==> src/rtl/prefetch_fetcher.sv <==
// prefetch_fetcher
//   Instruction prefetcher sitting between a registered code ROM and the
//   decoder/executor. Sequential words are streamed from the ROM into a
//   circular word queue. The head WINDOW words are presented as one command
//   view under a valid/ready handshake. An accepted command either pops the
//   number of words the consumer reports, or redirects the stream by a signed
//   offset and flushes the queue.
//
// Ports
//   clk, rst_n      clock, synchronous active-low reset
//   mem_rd_en       read request to the code memory (fetch credit available)
//   mem_addr        read address (current fetch pc)
//   mem_rdata       read data, returned the cycle after the request
//   out_valid       a full WINDOW-word view is presented
//   out_ready       consumer accepts the presented command
//   consume_size    words used by the accepted command (1..WINDOW)
//   jmp_flag        accepted command redirects the fetch stream
//   jmp_offset      signed offset relative to out_addr
//   out_cmd         head words, word i at [i*WORD_W +: WORD_W]
//   out_addr        address of out_cmd word 0
//   fill_level      words currently held in the queue
//   size_err        one-cycle pulse after an accept with an illegal size
module prefetch_fetcher #(
  parameter int ADDR_W = 32,
  parameter int WORD_W = 32,
  parameter int WINDOW = 3,
  parameter int DEPTH  = 8,
  parameter logic [ADDR_W-1:0] RESET_ADDR = {ADDR_W{1'b0}}
) (
  input  logic                         clk,
  input  logic                         rst_n,
  output logic                         mem_rd_en,
  output logic [ADDR_W-1:0]            mem_addr,
  input  logic [WORD_W-1:0]            mem_rdata,
  output logic                         out_valid,
  input  logic                         out_ready,
  input  logic [$clog2(WINDOW+1)-1:0]  consume_size,
  input  logic                         jmp_flag,
  input  logic [ADDR_W-1:0]            jmp_offset,
  output logic [WINDOW*WORD_W-1:0]     out_cmd,
  output logic [ADDR_W-1:0]            out_addr,
  output logic [$clog2(DEPTH+1)-1:0]   fill_level,
  output logic                         size_err
);

  localparam int CS_W  = $clog2(WINDOW + 1);
  localparam int FL_W  = $clog2(DEPTH + 1);
  localparam int PTR_W = $clog2(DEPTH);

  localparam logic [FL_W:0]       DEPTH_X   = (FL_W + 1)'(DEPTH);
  localparam logic [FL_W-1:0]     WINDOW_FL = FL_W'(WINDOW);
  localparam logic [CS_W:0]       WINDOW_CS = (CS_W + 1)'(WINDOW);
  localparam logic [ADDR_W-1:0]   ONE_A     = {{(ADDR_W-1){1'b0}}, 1'b1};

  // Queue storage and pointers
  logic [WORD_W-1:0] slot_q [DEPTH];
  logic [WORD_W-1:0] slot_d [DEPTH];
  logic [PTR_W-1:0]  rd_ptr_q, rd_ptr_d;
  logic [PTR_W-1:0]  wr_ptr_q, wr_ptr_d;
  logic [FL_W-1:0]   fill_level_q, fill_level_d;

  // A read was issued last cycle and its data is on mem_rdata now
  logic              inflight_q, inflight_d;

  logic [ADDR_W-1:0] fetch_pc_q, fetch_pc_d;
  logic [ADDR_W-1:0] out_addr_q, out_addr_d;
  logic              out_valid_q, out_valid_d;
  logic              size_err_q, size_err_d;

  // Decoded handshake events
  logic [CS_W:0]     cs_ext_s;
  logic              size_ok_s;
  logic              accept_s;
  logic              jump_s;
  logic              pop_s;
  logic              bad_s;
  logic              credit_s;
  logic              wr_s;
  logic [CS_W-1:0]   pop_cnt_s;
  logic [ADDR_W-1:0] target_s;

  // Handshake decode and fetch credit
  always_comb begin
    cs_ext_s  = {1'b0, consume_size};
    size_ok_s = (cs_ext_s != {(CS_W+1){1'b0}}) && (cs_ext_s <= WINDOW_CS);
    accept_s  = out_valid_q & out_ready;
    jump_s    = accept_s & jmp_flag;
    pop_s     = accept_s & ~jmp_flag & size_ok_s;
    bad_s     = accept_s & ~jmp_flag & ~size_ok_s;
    // Credit counts the word still in flight; a same-cycle pop does not
    // free a slot until the following cycle.
    credit_s  = ({1'b0, fill_level_q} + {{FL_W{1'b0}}, inflight_q}) < DEPTH_X;
    // Data returning in a redirect cycle belongs to the old stream.
    wr_s      = inflight_q & ~jump_s;
    if (pop_s) begin
      pop_cnt_s = consume_size;
    end else begin
      pop_cnt_s = {CS_W{1'b0}};
    end
    target_s  = out_addr_q + jmp_offset;
  end

  // Next-state computation for queue, pointers and fetch stream
  always_comb begin
    slot_d = slot_q;
    if (wr_s) begin
      slot_d[wr_ptr_q] = mem_rdata;
    end else begin
      slot_d = slot_q;
    end

    if (jump_s) begin
      // Flush: drop every queued word and the returning read.
      rd_ptr_d     = {PTR_W{1'b0}};
      wr_ptr_d     = {PTR_W{1'b0}};
      fill_level_d = {FL_W{1'b0}};
      inflight_d   = 1'b0;
      fetch_pc_d   = target_s;
      out_addr_d   = target_s;
    end else begin
      rd_ptr_d     = rd_ptr_q + PTR_W'(pop_cnt_s);
      wr_ptr_d     = wr_ptr_q + PTR_W'(wr_s);
      fill_level_d = fill_level_q + FL_W'(wr_s) - FL_W'(pop_cnt_s);
      inflight_d   = mem_rd_en;
      if (mem_rd_en) begin
        fetch_pc_d = fetch_pc_q + ONE_A;
      end else begin
        fetch_pc_d = fetch_pc_q;
      end
      out_addr_d   = out_addr_q + ADDR_W'(pop_cnt_s);
    end

    out_valid_d = (fill_level_d >= WINDOW_FL);
    size_err_d  = bad_s;
  end

  // Control state registers with synchronous reset
  always_ff @(posedge clk) begin
    if (!rst_n) begin
      rd_ptr_q     <= {PTR_W{1'b0}};
      wr_ptr_q     <= {PTR_W{1'b0}};
      fill_level_q <= {FL_W{1'b0}};
      inflight_q   <= 1'b0;
      fetch_pc_q   <= RESET_ADDR;
      out_addr_q   <= RESET_ADDR;
      out_valid_q  <= 1'b0;
      size_err_q   <= 1'b0;
    end else begin
      rd_ptr_q     <= rd_ptr_d;
      wr_ptr_q     <= wr_ptr_d;
      fill_level_q <= fill_level_d;
      inflight_q   <= inflight_d;
      fetch_pc_q   <= fetch_pc_d;
      out_addr_q   <= out_addr_d;
      out_valid_q  <= out_valid_d;
      size_err_q   <= size_err_d;
    end
  end

  // Queue word storage; contents are qualified by the pointers, so no reset
  always_ff @(posedge clk) begin
    slot_q <= slot_d;
  end

  // Head-of-queue command view, wrapping around the circular buffer
  always_comb begin
    out_cmd = {(WINDOW*WORD_W){1'b0}};
    for (int i = 0; i < WINDOW; i++) begin
      out_cmd[i*WORD_W +: WORD_W] = slot_q[rd_ptr_q + PTR_W'(i)];
    end
  end

  // Requests are suppressed in a reset cycle so nothing is issued that the
  // reset would then have to discard.
  assign mem_rd_en  = rst_n & credit_s;
  assign mem_addr   = fetch_pc_q;
  assign out_valid  = out_valid_q;
  assign out_addr   = out_addr_q;
  assign fill_level = fill_level_q;
  assign size_err   = size_err_q;

endmodule

==> config.mk <==
export PLATFORM = sky130hd
export DESIGN_NAME = prefetch_fetcher
export DESIGN_NICKNAME = d
export VERILOG_FILES = /design/src/rtl/prefetch_fetcher.sv
export SDC_FILE = /design/constraint.sdc
export NUM_CORES = 1
export LEC_CHECK = 0
export ABC_AREA = 1
export CORE_MARGIN = 8
export CORE_UTILIZATION = 40
export DETAILED_ROUTE_END_ITERATION = 12
export DONT_BUFFER_PORTS = 1
export PLACE_DENSITY_LB_ADDON = 0.15
export SETUP_SLACK_MARGIN = 0.05
export SLEW_MARGIN = 25
export SYNTH_ARGS = -nofsm -noshare
export SYNTH_HDL_FRONTEND = slang
export SYNTH_SLANG_ARGS = --single-unit
==> constraint.sdc <==
create_clock -name clk -period 3.5 [get_ports clk]
set_clock_uncertainty 0.15 [all_clocks]
set_input_delay 0.175 -clock clk [delete_from_list [all_inputs] [get_ports clk]]
set_output_delay 0.175 -clock clk [all_outputs]
set_load 0.005 [all_outputs]
# Word level (Yosys, flattened, before mapping)
# Cells that the tools add are included.
[word_totals]
reg_bits = 333
output_inout_bits = 167
word_cells = 69
in_bits = 70
[classes]
order_cmp = 7
mux = 17
n_bitwise = 15
n_reduce_logical = 4
n_addsub = 10
[ops]
columns = ["operator", "n"]
rows = [
  ["2-to-1 mux 32 bit", 10],
  ["binary-select mux 32 bit (select 3 bit)", 3],
  ["bitwise mux 256 bit", 1],
  ["demux 32 bit (select 3 bit)", 1],
  ["adder 32 x 1 -> 32 bit, second input constant", 1],
  ["adder 32 x 2 -> 32 bit", 1],
  ["adder 32 bit", 1],
  [">= comparator 4 bit, second input constant", 4],
  ["inverter 3 -> 4 bit", 4],
  ["bitwise AND 1 bit", 7],
  ["adder 4 x 1 -> 5 bit", 1],
  ["< comparator 5 x 4 -> 1 bit, second input constant", 1],
  ["adder 4 x 1 -> 4 bit", 1],
  [">= comparator 4 x 2 -> 1 bit, second input constant", 1],
  ["< comparator 4 x 1 -> 1 bit, second input constant", 1],
  ["2-to-1 mux 4 bit", 1],
  ["inverter 1 bit", 4],
  ["nonzero test 2 bit", 2],
  ["subtractor 4 x 2 -> 4 bit", 1],
  ["adder 3 x 1 -> 3 bit", 1],
  ["adder 3 x 1 -> 3 bit, second input constant", 1],
  ["adder 3 x 2 -> 3 bit", 1],
  ["adder 3 x 2 -> 3 bit, second input constant", 1],
  ["2-to-1 mux 2 bit", 1],
  ["2 further kinds", 2],
]

# Depth between registers and ports, before layout
[depth]
depth_word = 8
ltp_mapped = 15
mapped_depth_nobuf = 15

# Worst setup path before layout
# OpenSTA, ideal clock, no wires.
[synth_path]
kind = "flip-flop to flip-flop"
start = "register out_valid_q (netlist: out_valid)"
end = "register slot_q[100] in the netlist's numbering, enable pin"
t_required_ns = 2.929
period_less_slack_ns = 3.082
setup_time_ns = 0.421
slack_ns = 0.418
path_buffers = 1
path_stages_with_launch = 6
t_arrival_ns = 2.511
cell_sequence = "dfxtp_1 > nand3_1 > clkbuf_1 > nand2_1 > or2_2 > nor2_1"
[synth_via]
elab_chain_len = 4
[synth_rtl]
columns = ["element", "line", "source"]
rows = [
  ["start, declared", "67", "logic out_valid_q, out_valid_d;"],
  ["start signal, assigned", "155", "out_valid_q <= out_valid_d;"],
  ["bitwise AND 1 bit", "86", "accept_s = out_valid_q & out_ready;"],
  ["bitwise AND 1 bit", "87", "jump_s = accept_s & jmp_flag;"],
  ["inverter 1 bit", "94", "wr_s = inflight_q & ~jump_s;"],
  ["bitwise AND 1 bit", "94", ""],
  ["end signal, assigned", "162", "slot_q <= slot_d;"],
  ["end, declared", "56", "logic [WORD_W-1:0] slot_q [DEPTH];"],
]
# Every way passes these cells.
# A chain may end at the register's enable or synchronous reset.

# Worst setup path in the final report
[layout_path]
start = "register rd_ptr_q[0]"
end = "output out_cmd[47]"
[layout_via]
elab_chain_len = 5
[layout_rtl]
columns = ["element", "line", "source"]
rows = [
  ["start, declared", "58", "logic [PTR_W-1:0] rd_ptr_q, rd_ptr_d;"],
  ["start signal, assigned", "140", "rd_ptr_q <= {PTR_W{1'b0}};"],
  ["start signal, assigned", "149", "rd_ptr_q <= rd_ptr_d;"],
  ["adder 3 x 1 -> 3 bit", "169", "out_cmd[i*WORD_W +: WORD_W] = slot_q[rd_ptr_q + PTR_W'(i)];"],
  ["inverter 3 -> 4 bit (not written as such)", "169", ""],
  ["binary-select mux 32 bit (select 3 bit)", "169", ""],
  ["2-to-1 mux 32 bit (not written as such) (2 in series)", "169", ""],
  ["end, declared", "40", "output logic [WINDOW*WORD_W-1:0] out_cmd,"],
]
# Every way passes these cells. The select of a mux whose other input is x is not followed.

==> results.py <==
metrics = {
    "run_status": {
        "status": "complete, no violations",
    },
    "worst_hold_path": {
        "whs_endpoint": "out_addr[0]",
        "min-delay-start": "consume_size[0]",
        "hold_path_depth": 5,
        "hold_class": "input port to register",
    },
    "placed_design": {
        "hpwl_um": 44400,
        "gp_congestion": 0.906,
        "portBuffers": 0,
        "dp_cells": 3165,
    },
    "critical_path": {
        "critPathRequiredTime_ps": 3170,
        "start_kind": "register",
        "rr_worst_depth": 12,
        "r2r_slack_ps": 650,
        "path_max_fanout": 70,
        "crit_arrival_ps": 2910,
        "endpoint_kind": "output pin",
        "path_class": "register to output pin",
        "r2r_start": "out_addr[12]",
        "timing.rr.end": "mem_addr[29]",
    },
    "route": {
        "wl_met2_um": 30500,
        "wl_per_cell_um": 19.2,
        "drt-met1-wl_um": 25900,
        "top_layer_used": "met5",
        "drc": 0,
        "via_count": 17600,
        "routed_via_density": 5.37,
        "antenna_left": 0,
        "wl_met3_um": 4990,
        "firstDrtPassIters": 6,
        "routed_wl_um": 63100,
        "drtIter0Drc": 1430,
    },
    "clock_tree": {
        "cts_buffer_depth": 3,
        "htreeDepth": 2,
        "cts_sinks": 333,
        "cts_resized": 0,
        "worst_skew_pair.late_latency_ps": 560,
        "cts-root-buf": "clkbuf_16",
        "clk_pin_slew_ps": 60,
        "cts_tree": "built",
        "numCtsBuffers": 40,
        "postCtsHoldBufs": 45,
        "cts_setup_buffers": 0,
    },
    "timing": {
        "final.period_utilization_pct": 92.4,
        "worst_pin_slew_ps": 1040,
        "max_freq_ghz": 0.309,
        "finalHoldViolCount": 0,
        "rsz0062_at_grt": "false",
        "slew_violations": 0,
        "relSlewSlack_pct": 31.0,
        "whs_ps": 30.7,
        "setup_viol": 0,
        "period_needed_ps": 3230,
        "tns_ps": 0,
    },
    "synthesis": {
        "synthesis.nets": 2700,
        "synth_edf_count": 256,
        "synth_seq_cells": 333,
        "synth_seq_area_share_pct": 46.6,
        "ys_types": 48,
        "netlist_area_um2": 19800,
        "syn_inst": 2585,
        "yosysWarnings": 0,
        "synth_flop_cell": "edfxtp_1",
        "postSynthAreaPerCell_um2": 7.66,
        "synth_async_sr_flop_share_pct": 0,
    },
    "finish": {
        "area_delta_synth_final_pct": 12.8,
        "instances_no_fill": 3284,
        "nets": 2703,
        "drive_above_1_share_pct": 5.50,
    },
    "pwr": {
        "pwr-share-comb_pct": 21.0,
        "swShare_pct": 31.9,
        "p_clk_share_pct": 35.3,
        "p_leak_nw": 8.47,
        "p_sw_w": 0.00356,
        "sequentialPowerShare_pct": 43.7,
        "ir_drop_v": 0.000261,
        "p_per_area_nw_per_um2": 500,
        "internal_power_w": 0.00759,
    },
    "global_route": {
        "grt_start_max_net_pins": 279,
        "overflow": 0,
        "first_global_vias": 16500,
        "antenna_found_initial": 4,
        "grt_pass1_wl_um": 96400,
        "grt_usage_pct": 21.6,
    },
    "die": {
        "die_h_um": 238,
        "dieArea_um2": 56900,
        "rows": 81,
        "io_pins": 237,
        "start_util_pct": 40.4,
        "core_um2": 49000,
        "die_w_um": 238,
    },
    "flow_run": {
        "cap_violations": 0,
    },
}
[layer usage]
layer	global-route usage (%)	vias up
met5	0	-
met3	5.28	105
met1	26.1	8239
met4	6.74	2
li1	-	8730
met2	37.6	545
[cell usage after synthesis, types with 3 or more instances]
cell / instances / area share, %
nor4_1: 4 / 0.13
nor2_1: 166 / 3.1
nor3_1: 30 / 0.76
nand3_1: 78 / 2.0
ha_1: 41 / 2.6
a21o_1: 5 / 0.19
o21ai_1: 8 / 0.20
o31ai_1: 3 / 0.11
buf_1: 12 / 0.23
nor2_4: 4 / 0.23
o21bai_1: 8 / 0.30
nand3b_1: 14 / 0.53
a31oi_1: 41 / 1.3
inv_1: 261 / 4.9
nand3_2: 3 / 0.15
clkbuf_1: 71 / 1.3
nor3_2: 4 / 0.20
o211ai_1: 35 / 1.3
buf_2: 37 / 0.94
o22ai_1: 3 / 0.095
o21ai_0: 290 / 7.3
xnor2_1: 7 / 0.31
fa_1: 4 / 0.40
xor2_1: 17 / 0.75
nand2_2: 3 / 0.095
or2_2: 11 / 0.35
edfxtp_1: 256 / 39
nand4_1: 78 / 2.5
a21oi_1: 174 / 4.4
dfxtp_1: 77 / 7.8
nand2_1: 817 / 15
[sequential cells by signal, summed over array words and instances (netlist names)]
signal	count
mem_addr	32
slot_q	256
wr_ptr_q	3
size_err	1
inflight_q	1
out_valid	1
fill_level	4
out_addr	32
rd_ptr_q	3
[area by class of cell]
cell class                 instances  area [um2]
timing repair buffer              86         885
clock inverter                    18         168
sequential                       333        9230
inverter                         263         987
tap                              664         831
clock buffer                      53        1060
antenna                            3        7.51
multi-input combinational       1864        9150
fill                            4861       26600
[metrics by stage]
| stage | power [W] | cell area, um2 | setup WS (ps) | util (%) |
|---|---|---|---|---|
| final | 0.0112 | 22300 | 268 | 45.6 |
| after global routing | 0.0117 | 22300 | 57.9 | 45.6 |
| after CTS | 0.0113 | 22300 | 255 | 45.6 |
| after detailed placement | 0.00722 | 20600 | 856 | 42.1 |
| after global placement | 0.00718 | 20600 | 880 | 42.1 |
| after floorplan | 0.00641 | 19800 | 418 | - |
[power groups by stage]
stage	Combinational, W	Sequential (W)	Clock, W
detailed placement	0.00227	0.00495	0
floorplan	0.00158	0.00483	0
CTS	0.00237	0.00487	0.00402
global placement	0.00223	0.00495	0
finish	0.00235	0.00487	0.00394
global route	0.00264	0.00491	0.00419
[layout by cell type (no fill, tap or decap), types with 5 or more instances in the layout]
| cell | synthesis | layout |
|---|---|---|
| inv_1 | 261 | 260 |
| clkbuf_1 | 71 | 12 |
| nand2_1 | 817 | 817 |
| clkinv_1 | 0 | 8 |
| xor2_1 | 17 | 17 |
| a21o_1 | 5 | 5 |
| dfxtp_1 | 77 | 76 |
| ha_1 | 41 | 40 |
| buf_12 | 0 | 10 |
| clkbuf_16 | 0 | 40 |
| nor3_1 | 30 | 30 |
| o211ai_1 | 35 | 35 |
| nand3b_1 | 14 | 14 |
| nor2_4 | 4 | 15 |
| a31oi_1 | 41 | 41 |
| or2_2 | 11 | 11 |
| dlygate4sd3_1 | 0 | 44 |
| o21ai_0 | 290 | 290 |
| nand4_1 | 78 | 78 |
| nand3_1 | 78 | 77 |
| o21bai_1 | 8 | 8 |
| edfxtp_1 | 256 | 256 |
| nor2_1 | 166 | 155 |
| a21oi_1 | 174 | 174 |
| o21ai_1 | 8 | 8 |
| buf_4 | 2 | 31 |
| xnor2_1 | 7 | 7 |
[kinds of logic after synthesis]
group / synth area share (%)
and+or+nand+nor: 26.1
AOI/OAI and AO/OA: 15.4
buffers and inverters: 7.71
DFF: 46.6
adders and majority gates: 3.00
xor gates and xnor gates: 1.14
[worst max-delay path, cell delays in order (launching register included)]
cell and delay (ps):
dfxtp_4 450, ha_4 820, buf_4 340, o21ai_0 100, o21ai_0 180, nor2_1 50, a31oi_1 320
[how the worst max path moves through the flow]
stage                            from           end  slack (ps)  depth (start not counted)
after floorplan             out_valid   slot_q[100]         420                          5
after global placement      out_valid  out_addr[18]         880                         13
after detailed placement    out_valid  out_addr[18]         860                         13
after CTS                 rd_ptr_q[0]   out_cmd[47]         250                          6
after global routing      rd_ptr_q[0]   out_cmd[54]          60                          5
final                     rd_ptr_q[0]   out_cmd[47]         270                          6
No activity file was read; power rests on OpenSTA's default activity.
